File: src/rtl/divisor_sequencial_param.sv
// Multi-cycle restoring integer divider, one quotient bit per clock.
// Signed/unsigned operands, start/busy/done handshake, fast exit for /0 and MIN/-1.
module divisor_sequencial_param #(
  parameter int unsigned WIDTH = 8
) (
  input  logic             clk,
  input  logic             rst,
  input  logic             start,
  input  logic             signed_mode,
  input  logic [WIDTH-1:0] dividendo,
  input  logic [WIDTH-1:0] divisor,
  output logic [WIDTH-1:0] quociente,
  output logic [WIDTH-1:0] resto,
  output logic             busy,
  output logic             done,
  output logic             div_zero,
  output logic             overflow
);

  localparam int unsigned CNT_W = $clog2(WIDTH + 1);
  localparam logic [WIDTH-1:0] ZERO_W   = '0;
  localparam logic [WIDTH-1:0] ONES_W   = '1;
  localparam logic [WIDTH-1:0] ONE_W    = {{(WIDTH-1){1'b0}}, 1'b1};
  localparam logic [WIDTH-1:0] MIN_W    = {1'b1, {(WIDTH-1){1'b0}}};
  localparam logic [CNT_W-1:0] CNT_INIT = CNT_W'(WIDTH);
  localparam logic [CNT_W-1:0] CNT_ONE  = CNT_W'(1);

  typedef enum logic [1:0] {
    IDLE = 2'd0,
    CALC = 2'd1,
    FIM  = 2'd2
  } state_t;

  state_t state, state_nxt;

  // Working registers: work shifts dividend bits out the top and quotient bits in the bottom
  logic [WIDTH-1:0] work_q, work_nxt;
  logic [WIDTH-1:0] dsr_q, dsr_nxt;
  logic [WIDTH-1:0] partial_q, partial_nxt;
  logic [CNT_W-1:0] cnt_q, cnt_nxt;
  logic             q_neg_q, q_neg_nxt;
  logic             r_neg_q, r_neg_nxt;

  logic [WIDTH-1:0] quociente_nxt, resto_nxt;
  logic             busy_nxt, done_nxt, div_zero_nxt, overflow_nxt;

  logic             dvd_neg_c, dsr_neg_c;
  logic [WIDTH-1:0] dvd_mag_c, dsr_mag_c;
  logic             fast_zero_c, fast_ovf_c;
  logic             last_iter_c;
  logic [WIDTH-1:0] partial_sh_c;
  logic [WIDTH:0]   trial_c;
  logic             qbit_c;
  logic [WIDTH-1:0] partial_it_c, work_it_c;
  logic [WIDTH-1:0] q_fin_c, r_fin_c;

  // Operand conditioning at accept time
  always_comb begin : operand_prep
    dvd_neg_c   = signed_mode & dividendo[WIDTH-1];
    dsr_neg_c   = signed_mode & divisor[WIDTH-1];
    dvd_mag_c   = dvd_neg_c ? (~dividendo + ONE_W) : dividendo;
    dsr_mag_c   = dsr_neg_c ? (~divisor + ONE_W) : divisor;
    fast_zero_c = (divisor == ZERO_W);
    fast_ovf_c  = signed_mode && (dividendo == MIN_W) && (divisor == ONES_W);
  end

  // One restoring step; trial is one bit wider so its MSB is the borrow
  always_comb begin : restoring_step
    partial_sh_c = {partial_q[WIDTH-2:0], work_q[WIDTH-1]};
    trial_c      = {1'b0, partial_sh_c} - {1'b0, dsr_q};
    qbit_c       = ~trial_c[WIDTH];
    partial_it_c = qbit_c ? trial_c[WIDTH-1:0] : partial_sh_c;
    work_it_c    = {work_q[WIDTH-2:0], qbit_c};
    q_fin_c      = q_neg_q ? (~work_it_c + ONE_W) : work_it_c;
    r_fin_c      = r_neg_q ? (~partial_it_c + ONE_W) : partial_it_c;
    last_iter_c  = (cnt_q == CNT_ONE);
  end

  always_ff @(posedge clk) begin : state_reg
    if (!rst) state <= IDLE;
    else      state <= state_nxt;
  end

  always_comb begin : next_state
    state_nxt = state;
    case (state)
      IDLE, FIM: begin
        if (start) state_nxt = (fast_zero_c || fast_ovf_c) ? FIM : CALC;
      end
      CALC: begin
        if (last_iter_c) state_nxt = FIM;
      end
      default: state_nxt = IDLE;
    endcase
  end

  always_comb begin : output_next
    work_nxt      = work_q;
    dsr_nxt       = dsr_q;
    partial_nxt   = partial_q;
    cnt_nxt       = cnt_q;
    q_neg_nxt     = q_neg_q;
    r_neg_nxt     = r_neg_q;
    quociente_nxt = quociente;
    resto_nxt     = resto;
    busy_nxt      = busy;
    done_nxt      = 1'b0;
    div_zero_nxt  = div_zero;
    overflow_nxt  = overflow;
    case (state)
      IDLE, FIM: begin
        if (start) begin
          work_nxt     = dvd_mag_c;
          dsr_nxt      = dsr_mag_c;
          partial_nxt  = ZERO_W;
          cnt_nxt      = CNT_INIT;
          q_neg_nxt    = dvd_neg_c ^ dsr_neg_c;
          r_neg_nxt    = dvd_neg_c;
          div_zero_nxt = 1'b0;
          overflow_nxt = 1'b0;
          busy_nxt     = 1'b1;
          if (fast_zero_c) begin
            quociente_nxt = ONES_W;
            resto_nxt     = dividendo;
            div_zero_nxt  = 1'b1;
            busy_nxt      = 1'b0;
            done_nxt      = 1'b1;
          end else if (fast_ovf_c) begin
            quociente_nxt = MIN_W;
            resto_nxt     = ZERO_W;
            overflow_nxt  = 1'b1;
            busy_nxt      = 1'b0;
            done_nxt      = 1'b1;
          end
        end
      end
      CALC: begin
        work_nxt    = work_it_c;
        partial_nxt = partial_it_c;
        cnt_nxt     = cnt_q - CNT_ONE;
        if (last_iter_c) begin
          quociente_nxt = q_fin_c;
          resto_nxt     = r_fin_c;
          busy_nxt      = 1'b0;
          done_nxt      = 1'b1;
        end
      end
      default: ;
    endcase
  end

  always_ff @(posedge clk) begin : data_reg
    if (!rst) begin
      work_q    <= ZERO_W;
      dsr_q     <= ZERO_W;
      partial_q <= ZERO_W;
      cnt_q     <= '0;
      q_neg_q   <= 1'b0;
      r_neg_q   <= 1'b0;
      quociente <= ZERO_W;
      resto     <= ZERO_W;
      busy      <= 1'b0;
      done      <= 1'b0;
      div_zero  <= 1'b0;
      overflow  <= 1'b0;
    end else begin
      work_q    <= work_nxt;
      dsr_q     <= dsr_nxt;
      partial_q <= partial_nxt;
      cnt_q     <= cnt_nxt;
      q_neg_q   <= q_neg_nxt;
      r_neg_q   <= r_neg_nxt;
      quociente <= quociente_nxt;
      resto     <= resto_nxt;
      busy      <= busy_nxt;
      done      <= done_nxt;
      div_zero  <= div_zero_nxt;
      overflow  <= overflow_nxt;
    end
  end

endmodule

File: config.mk
export PLATFORM = sky130hd
export DESIGN_NAME = divisor_sequencial_param
export DESIGN_NICKNAME = d
export VERILOG_FILES = /design/src/rtl/divisor_sequencial_param.sv
export SDC_FILE = /design/constraint.sdc
export NUM_CORES = 1
export LEC_CHECK = 0
export ABC_AREA = 1
export BUFFER_PORTS_ARGS = -buffer_cell sky130_fd_sc_hd__buf_2
export CORE_MARGIN = 4
export CORE_UTILIZATION = 60
export CTS_BUF_LIST = sky130_fd_sc_hd__clkbuf_8
export DETAILED_ROUTE_END_ITERATION = 8
export GPL_ROUTABILITY_DRIVEN = 0
export PLACE_DENSITY = 0.87
export SLEW_MARGIN = 20
export SYNTH_ARGS = -nofsm -noshare
export SYNTH_HDL_FRONTEND = slang
export SYNTH_SLANG_ARGS = --single-unit
File: constraint.sdc
create_clock -name clk -period 7.2 [get_ports clk]
set_input_delay 0.72 -clock clk [delete_from_list [all_inputs] [get_ports clk]]
set_output_delay 0.72 -clock clk [all_outputs]
set_load 0.05 [all_outputs]
After elaboration in Yosys (flattened, before gate mapping)
Cells that the tools add are included.
Word-level totals
  flip-flop bits (word level): 51
  bits of input ports: 20
  logic and storage cells: 84
  output and inout port bits: 20
  memories kept: 0
  bits in read-only memories: 0
  bits in writable memories: 0
  latch bits: 0
Operators by class
  reductions and logical operators: 12
  equal/unequal tests: 8
  add/subtract/negate cells: 6
  bitwise logic cells: 8
  multiply operators: 0
  shifts and indexed selects: 0
  div/mod/pow operators: 0
  $lt $le $gt $ge: 0
  multiplexer cells: 37
Operator list (count)
  $mux 8: 14
  $pmux 8 s2: 3
  $add 8x1->8 const B: 4
  $not 8->8: 4
  $eq 8x8->1 const B: 2
  $pmux 7 s2: 1
  $mux 1: 10
  $sub 8x8->9: 1
  $logic_not 8->1: 1
  $pmux 4 s2: 1
  $mux 7: 1
  $mux 2: 3
  $reduce_and 2->1: 3
  $eq 4x1->1 const B: 1
  $mux 4: 1
  $ne 2x2->1 const B: 2
  $pmux 1 s2: 2
  $pmux 2 s2: 1
  $reduce_and 4->1: 1
  $sub 4x1->4 const B: 1
  $ne 3x3->1 const B: 1
  $reduce_and 3->1: 1
  $and 1x1->1: 2
  $eq 2x1->1 const B: 1
  8 further kinds: 9

Depth between registers and ports, before layout
Gate-level depths: netlist of the first run.
  depth in word-level cells: 7
  mapped depth: 19

Worst setup path before layout of the first run
Ideal clock, no wire load.
  kind: reg2reg
  start: register work_q[7]
  end: register quociente[6]
  arrival time: 2.284 ns
  buffers on the path: 1
  setup slack: 4.846 ns
  stages on the path, launching flop included: 18
  cell sequence: dfxtp_1 inv_1 ha_1 inv_1 fa_1 nand2_1 nand2_2 nand3_4 nand2_4 buf_12 inv_4 ha_1 inv_1 nor3_1 nand3_1 nand3_1 nand3_1 a21oi_1
On the way
  word-level cells in the longest chain between the ends: 7
RTL lines
  start, declared: RTL line 37  | logic [WIDTH-1:0] work_q, work_nxt;
  start signal, assigned: RTL line 167  | work_q <= work_nxt;
  $sub 8x8->9: RTL line 70  | trial_c = {1'b0, partial_sh_c} - {1'b0, dsr_q};
  $not 1->1: RTL line 71  | qbit_c = ~trial_c[WIDTH];
  $not 8->8: RTL line 74  | q_fin_c = q_neg_q ? (~work_it_c + ONE_W) : work_it_c;
  $add 8x1->8: RTL line 74
  $mux 8: RTL line 74
  $mux 8: RTL line 141  | if (last_iter_c) begin
  $pmux 8 s2: RTL line 110  | case (state)
  end signal, assigned: RTL line 173  | quociente <= quociente_nxt;
  end, declared: RTL line 12  | output logic [WIDTH-1:0] quociente,
No other way between the ends. The select of a mux whose other input is x is not followed.
A chain may end at the register's enable or synchronous reset.

Final worst setup path of the first run
  start: input port dividendo[0]
  end: register quociente[5]
On the way
  word-level cells in the longest chain between the ends: 5
RTL lines
  start, declared: RTL line 10  | input logic [WIDTH-1:0] dividendo,
  $eq 8x8->1: RTL line 64  | fast_ovf_c = signed_mode && (dividendo == MIN_W) && (divisor == ONES_W);
  $logic_and 1x1->1 (2 in series): RTL line 64
  $ne 3x3->1 (no line)
  $reduce_and 4->1 (no line)
No other way between the ends.

==> flow_results.xml, run 1 <==
<?xml version="1.0" encoding="UTF-8"?>
<metrics>
  <group name="routing">
    <metric name="routed-via-count" unit="">3366</metric>
    <metric name="wirelength" unit="mm">8.51</metric>
    <metric name="vias_per_cell" unit="">5.77</metric>
    <metric name="route.antenna.remaining_nets" unit="">0</metric>
    <metric name="remaining_drc_errors" unit="">0</metric>
    <metric name="avgRoutedWirePerCell" unit="um">14.6</metric>
    <metric name="detailedRoute.firstIterationViolations" unit="">334</metric>
    <metric name="drt_pre_antenna_iters" unit="">5</metric>
  </group>
  <group name="sta">
    <metric name="final.period_utilization" unit="%">38.4</metric>
    <metric name="grt_setup_unrepaired" unit="">false</metric>
    <metric name="final-max-slew-violation-count" unit="">0</metric>
    <metric name="max_clock_freq" unit="MHz">361</metric>
    <metric name="slew-limit-headroom" unit="%">48.9</metric>
    <metric name="timing.final.hold_violations" unit="">0</metric>
    <metric name="tightest_slew" unit="ns">0.766</metric>
    <metric name="clock_skew" unit="ns">0.00719</metric>
    <metric name="setup-tns-final" unit="ns">0</metric>
    <metric name="layout_min_cycle_time" unit="ns">2.77</metric>
    <metric name="whs" unit="ns">0.479</metric>
    <metric name="setup_viol_count_final" unit="">0</metric>
  </group>
  <group name="die">
    <metric name="initial_utilization" unit="%">63.1</metric>
    <metric name="io_pins" unit="">40</metric>
    <metric name="height_of_the_die" unit="um">82.2</metric>
    <metric name="total_die_area" unit="um2">6760</metric>
    <metric name="std_cell_rows" unit="">26</metric>
    <metric name="die_width" unit="um">82.2</metric>
    <metric name="area_of_the_placeable_core" unit="um2">5240</metric>
  </group>
  <group name="flow_run">
    <metric name="timing.max_cap.violations" unit="">0</metric>
  </group>
  <group name="grt">
    <metric name="gr_util_all_layers" unit="%">26.9</metric>
    <metric name="grt_overflow_total" unit="">0</metric>
    <metric name="grt_pass1_vias" unit="">3161</metric>
    <metric name="grt_max_degree" unit="">32</metric>
    <metric name="antenna_found_initial" unit="">0</metric>
    <metric name="grt_first_pass_wirelength" unit="mm">14.2</metric>
  </group>
  <group name="finish">
    <metric name="fin_area" unit="um2">3620</metric>
    <metric name="drive_above_1_share" unit="%">17.2</metric>
    <metric name="mostFrequentLayoutCells" unit="">sky130_fd_sc_hd__nand2_1, sky130_fd_sc_hd__inv_1, sky130_fd_sc_hd__dfxtp_1</metric>
    <metric name="fin_nets" unit="">548</metric>
    <metric name="insertedDiodeCount" unit="">0</metric>
    <metric name="final-instance-count-excl-fill" unit="">583</metric>
    <metric name="final_common_cell" unit="">sky130_fd_sc_hd__nand2_1</metric>
    <metric name="layout-area-overhead-vs-synth" unit="%">9.57</metric>
  </group>
  <group name="worst_setup_path">
    <metric name="critical_path.startpoint_type" unit="">input port</metric>
    <metric name="setup.worst_path.start" unit="">dividendo[0]</metric>
    <metric name="crit_arrival" unit="ns">2.98</metric>
    <metric name="endpoint_kind" unit="">register</metric>
    <metric name="cp_data_required_time" unit="ns">7.41</metric>
    <metric name="maximum_fanout_encountered_on_the_critical_timing_path" unit="">19</metric>
    <metric name="critPathKind" unit="">in2reg</metric>
    <metric name="r2r-start" unit="">state[0]</metric>
  </group>
  <group name="power_and_ir_drop">
    <metric name="power.density" unit="nW/um2">258</metric>
    <metric name="worst_ir_drop_vdd" unit="mV">0.143</metric>
    <metric name="power_leakage" unit="nW">1.67</metric>
  </group>
  <group name="clock_tree">
    <metric name="clk_pin_slew_worst_paths" unit="ns">0.10</metric>
    <metric name="worst_skew_pair.late_latency" unit="ns">0.31</metric>
    <metric name="tritoncts" unit="">done</metric>
    <metric name="cts_sinks" unit="">51</metric>
    <metric name="post_cts_resize_count" unit="">0</metric>
    <metric name="max-clock-path-buffers" unit="">2</metric>
    <metric name="post_cts_buffers" unit="">0</metric>
    <metric name="clock_tree_root_driver_cell" unit="">sky130_fd_sc_hd__clkbuf_8</metric>
    <metric name="cts.htree.levels" unit="">2</metric>
    <metric name="cts_buffers" unit="">5</metric>
    <metric name="holdBufCountCts" unit="">0</metric>
  </group>
  <group name="placed_design">
    <metric name="hpwl" unit="mm">6.28</metric>
    <metric name="number_of_buffer_cells_added_on_primary_ports" unit="">39</metric>
    <metric name="placed_area" unit="um2">3510</metric>
    <metric name="placed_cells_incl_taps" unit="">575</metric>
  </group>
  <group name="run_status">
    <metric name="status" unit="">complete, no violations</metric>
  </group>
  <group name="synthesis">
    <metric name="syn-mean-instance-area" unit="um2">6.88</metric>
    <metric name="sequential_fraction_of_the_synthesis_area" unit="%">30.9</metric>
    <metric name="post_synth_instance_area" unit="um2">3310</metric>
    <metric name="ys_warn_count" unit="">0</metric>
    <metric name="syn-num-nets" unit="">517</metric>
    <metric name="synth.ff_latch_count" unit="">51</metric>
    <metric name="synthCells" unit="">481</metric>
    <metric name="synth_cell_types" unit="">46</metric>
  </group>
  <group name="worst_hold_path">
    <metric name="min_from" unit="">quociente[7]</metric>
    <metric name="worst_hold_path_type" unit="">reg2reg</metric>
  </group>
</metrics>
## power breakdown
group          switching, mW  leakage, nW  total (mW)  internal, mW
clock                  0.102       0.0548       0.207         0.105
combinational          0.275         1.19       0.404         0.130
sequential            0.0184        0.418       0.324         0.306
## layout make-up
class                      instances  area (um2)
multi-input combinational        350        1950
fill                             461        1610
sequential                        51        1020
inverter                          64         244
timing repair buffer              40         203
tap                               70        87.6
clock buffer                       5        68.8
clock inverter                     3        46.3
## metrics by stage
step | worst slack (ns) | util (%) | power [mW]
after floorplan | 4.85 | - | 0.657
after global placement | 4.23 | 67.0 | 0.709
after detailed placement | 4.14 | 67.0 | 0.725
after CTS | 4.47 | 69.2 | 0.931
after global routing | 4.20 | 69.2 | 0.991
final | 4.43 | 69.2 | 0.935
## layer usage
metal | up-vias | part of all wire (%) | global-route usage, %
met2 | 141 | 47 | 45.2
met3 | 20 | 7.2 | 4.88
met1 | 1545 | 44 | 34.4
met5 | - | 0 | 0
li1 | 1660 | - | -
met4 | 0 | 2.1 | 9.47
## worst max-delay path, stage by stage
cell                       delay (ns)
sky130_fd_sc_hd__buf_2           0.11
sky130_fd_sc_hd__inv_1           0.07
sky130_fd_sc_hd__ha_1            0.18
sky130_fd_sc_hd__nand2_1         0.07
sky130_fd_sc_hd__nor2_2          0.12
sky130_fd_sc_hd__nand3_1         0.15
sky130_fd_sc_hd__nor4_1          0.36
sky130_fd_sc_hd__nor2_1          0.11
sky130_fd_sc_hd__nand2_1         0.07
sky130_fd_sc_hd__nand2_1         0.33
sky130_fd_sc_hd__clkinv_2        0.35
sky130_fd_sc_hd__nand2_1         0.09
sky130_fd_sc_hd__nor3_1          0.18
sky130_fd_sc_hd__nor2_1          0.06
## path summary, 6_finish.rpt
kind	end	slack, ns	cells after the start
worst max-delay path	quociente[5]	4.43	14
worst min-delay path	quociente[7]	0.48	2
worst max register to register	quociente[5]	4.49	10
worst min register to register	quociente[7]	0.48	2
## kinds of logic after synthesis
kind of cell | count (synthesis) | synth area share, %
AO/OA/AOI/OAI | 105 | 18.6
adder cells (fa/ha/maj) | 16 | 6.28
buffers and inverters | 80 | 10.1
flip-flops | 51 | 30.9
AND/OR/NAND/NOR | 225 | 33.0
XOR/XNOR | 4 | 1.06
## cells in the mapped netlist, drive strengths merged
cell,number,share of area [%]
a21oi,48,8.1
inv,61,7.0
a22oi,2,0.45
a221oi,4,1.1
clkbuf,10,1.1
o221ai,3,0.79
clkinv,3,0.38
o211ai,2,0.45
a211oi,1,0.23
nor2,39,5.1
a22o,1,0.26
nor3,12,2.2
nand2,117,15
nand3b,3,0.68
xnor2,3,0.79
nand3,43,7.4
ha,15,5.7
o21a,1,0.23
buf,6,1.6
fa,1,0.61
dfxtp,51,31
o21ai,37,5.9
nand4,6,1.1
xor2,1,0.26
nor4,1,0.19
nor3b,1,0.38
or2,3,0.57
a31oi,6,1.1
Power figures use the tool's default switching activity.
==> run 2, diff against run 1 <==
clock period = 2.6 ns   (was 7.2 ns; I/O delays follow)
==> flow_results.xml, run 2 (synthesized netlist as in run 1, its figures left out) <==
<?xml version="1.0" encoding="UTF-8"?>
<metrics>
  <group name="clock_tree">
    <metric name="worst_skew_pair.late_latency" unit="ns">0.31</metric>
    <metric name="post_cts_resize_count" unit="">0</metric>
    <metric name="cts_buffers" unit="">5</metric>
    <metric name="holdBufCountCts" unit="">0</metric>
    <metric name="clk_pin_slew_worst_paths" unit="ns">0.10</metric>
    <metric name="cts.htree.levels" unit="">2</metric>
    <metric name="tritoncts" unit="">done</metric>
    <metric name="post_cts_buffers" unit="">0</metric>
    <metric name="clock_tree_root_driver_cell" unit="">sky130_fd_sc_hd__clkbuf_8</metric>
    <metric name="cts_sinks" unit="">51</metric>
    <metric name="max-clock-path-buffers" unit="">2</metric>
  </group>
  <group name="sta">
    <metric name="setup_viol_count_final" unit="">0</metric>
    <metric name="final.period_utilization" unit="%">93.2</metric>
    <metric name="layout_min_cycle_time" unit="ns">2.42</metric>
    <metric name="clock_skew" unit="ns">0.00898</metric>
    <metric name="final-max-slew-violation-count" unit="">0</metric>
    <metric name="setup-tns-final" unit="ns">0</metric>
    <metric name="grt_setup_unrepaired" unit="">false</metric>
    <metric name="tightest_slew" unit="ns">0.768</metric>
    <metric name="timing.final.hold_violations" unit="">0</metric>
    <metric name="max_clock_freq" unit="MHz">413</metric>
    <metric name="slew-limit-headroom" unit="%">48.5</metric>
  </group>
  <group name="finish">
    <metric name="fin_area" unit="um2">3710</metric>
    <metric name="final_common_cell" unit="">sky130_fd_sc_hd__nand2_1</metric>
    <metric name="seqCellArea" unit="um2">1020</metric>
    <metric name="multi_input_area" unit="um2">1970</metric>
    <metric name="number_of_fill_cells" unit="">453</metric>
    <metric name="drive_above_1_share" unit="%">18.5</metric>
    <metric name="insertedDiodeCount" unit="">0</metric>
    <metric name="layout.core_utilization" unit="%">70.8</metric>
    <metric name="final-instance-count-excl-fill" unit="">588</metric>
    <metric name="fin_nets" unit="">553</metric>
    <metric name="mostFrequentLayoutCells" unit="">sky130_fd_sc_hd__nand2_1, sky130_fd_sc_hd__inv_1, sky130_fd_sc_hd__dfxtp_1</metric>
    <metric name="layout-area-overhead-vs-synth" unit="%">12.1</metric>
  </group>
  <group name="routing">
    <metric name="drt_pre_antenna_iters" unit="">5</metric>
    <metric name="wirelength" unit="mm">8.45</metric>
    <metric name="vias_per_cell" unit="">5.68</metric>
    <metric name="routed-via-count" unit="">3338</metric>
    <metric name="detailedRoute.firstIterationViolations" unit="">263</metric>
    <metric name="avgRoutedWirePerCell" unit="um">14.4</metric>
    <metric name="remaining_drc_errors" unit="">0</metric>
    <metric name="route.antenna.remaining_nets" unit="">0</metric>
  </group>
  <group name="worst_setup_path">
    <metric name="critPathSlowestCell" unit="">sky130_fd_sc_hd__fa_2</metric>
    <metric name="crit_arrival" unit="ns">2.63</metric>
    <metric name="endpoint_kind" unit="">register</metric>
    <metric name="cp_data_required_time" unit="ns">2.81</metric>
    <metric name="cpMostUsedCell" unit="">sky130_fd_sc_hd__inv_1</metric>
    <metric name="r2r-start" unit="">work_q[7]</metric>
    <metric name="critical_path.n_buffers_inverters" unit="">3</metric>
    <metric name="crit_path_max_incr_delay" unit="ns">0.35</metric>
    <metric name="rr_worst_depth" unit="">17</metric>
    <metric name="critical_path.startpoint_type" unit="">register</metric>
    <metric name="reg2reg_to" unit="">resto[4]</metric>
    <metric name="critical_path.cell_chain" unit="">inv_1 -&gt; ha_1 -&gt; inv_1 -&gt; fa_2 -&gt; nand2_1 -&gt; nand2_2 -&gt; nand3_4 -&gt; nand2_8 -&gt; nand2_2 -&gt; nand2_4 -&gt; ha_1 -&gt; inv_1 -&gt; nor2_2 -&gt; a21oi_2 -&gt; o21ai_1 -&gt; o21ai_1 -&gt; a21oi_1</metric>
    <metric name="maximum_fanout_encountered_on_the_critical_timing_path" unit="">11</metric>
    <metric name="critPathKind" unit="">reg2reg</metric>
    <metric name="setup.reg_to_reg.worst_slack" unit="ns">0.18</metric>
    <metric name="cp_top_family" unit="">adder cells</metric>
    <metric name="worstSetupPathDepth" unit="">17</metric>
  </group>
  <group name="flow_run">
    <metric name="timing.max_cap.violations" unit="">0</metric>
  </group>
  <group name="grt">
    <metric name="grt_overflow_total" unit="">0</metric>
    <metric name="gr_util_all_layers" unit="%">26.8</metric>
    <metric name="grt_max_degree" unit="">31</metric>
    <metric name="grt_pass1_vias" unit="">3059</metric>
    <metric name="antenna_found_initial" unit="">0</metric>
    <metric name="grt_first_pass_wirelength" unit="mm">14.1</metric>
  </group>
  <group name="placed_design">
    <metric name="number_of_buffer_cells_added_on_primary_ports" unit="">39</metric>
    <metric name="placed_cells_incl_taps" unit="">580</metric>
    <metric name="hpwl" unit="mm">6.23</metric>
    <metric name="placed_area" unit="um2">3550</metric>
  </group>
  <group name="worst_hold_path">
    <metric name="min_delay_worst_endpoint" unit="">state[1]</metric>
    <metric name="min_from" unit="">start</metric>
    <metric name="hold_depth" unit="">4</metric>
    <metric name="worst_hold_path_type" unit="">in2reg</metric>
  </group>
  <group name="die">
    <metric name="height_of_the_die" unit="um">82.2</metric>
    <metric name="io_pins" unit="">40</metric>
    <metric name="initial_utilization" unit="%">63.1</metric>
    <metric name="area_of_the_placeable_core" unit="um2">5240</metric>
    <metric name="die_width" unit="um">82.2</metric>
    <metric name="std_cell_rows" unit="">26</metric>
    <metric name="total_die_area" unit="um2">6760</metric>
  </group>
  <group name="run_status">
    <metric name="status" unit="">complete, no violations</metric>
  </group>
  <group name="power_and_ir_drop">
    <metric name="power.density" unit="nW/um2">737</metric>
    <metric name="power_leakage" unit="nW">1.71</metric>
    <metric name="worst_ir_drop_vdd" unit="mV">0.492</metric>
  </group>
</metrics>
-- run 2: how the worst max path moves through the flow --
| stage | to | slack, ns | startpoint |
|---|---|---|---|
| CTS | quociente[6] | 0.07 | work_q[7] |
| floorplan | quociente[6] | 0.25 | work_q[7] |
| finish | resto[4] | 0.18 | work_q[7] |
| detailed placement | quociente[6] | 0.09 | work_q[7] |
| global placement | quociente[6] | 0.20 | work_q[7] |
| global route | resto[4] | 0.003 | work_q[7] |
-- run 2: worst min-delay path, cell delays in order --
cell	delay (ns)
sky130_fd_sc_hd__buf_2	0.10
sky130_fd_sc_hd__nor2_1	0.04
sky130_fd_sc_hd__nand2_1	0.04
sky130_fd_sc_hd__a21oi_1	0.05
-- run 2: layout make-up --
class | instances | area share, %
multi-input combinational | 350 | 53.2
sequential | 51 | 27.5
inverter | 64 | 6.58
timing repair buffer | 45 | 6.48
tap | 70 | 2.36
clock inverter | 3 | 1.92
clock buffer | 5 | 1.86
-- run 2: routing by layer --
layer	share of wire, %	routed length [um]	global-route usage (%)
met5	0	0	0
met4	2.1	180	7.64
met3	6.9	583	3.36
met2	47	3980	44.7
met1	44	3700	36.1
-- run 2: power breakdown --
group,internal (mW),switching [mW]
registers,0.846,0.0509
clock network,0.391,0.293
logic,0.381,0.770
total,1.62,1.11
-- run 2: metrics by stage --
step | hold WS, ns | setup slack, ns | total power [mW]
after floorplan | 0.375 | 0.246 | 1.82
after global placement | 0.456 | 0.202 | 1.99
after detailed placement | 0.464 | 0.0934 | 2.02
after CTS | 0.223 | 0.0750 | 2.71
after global routing | 0.257 | 0.00318 | 2.90
final | 0.223 | 0.178 | 2.73
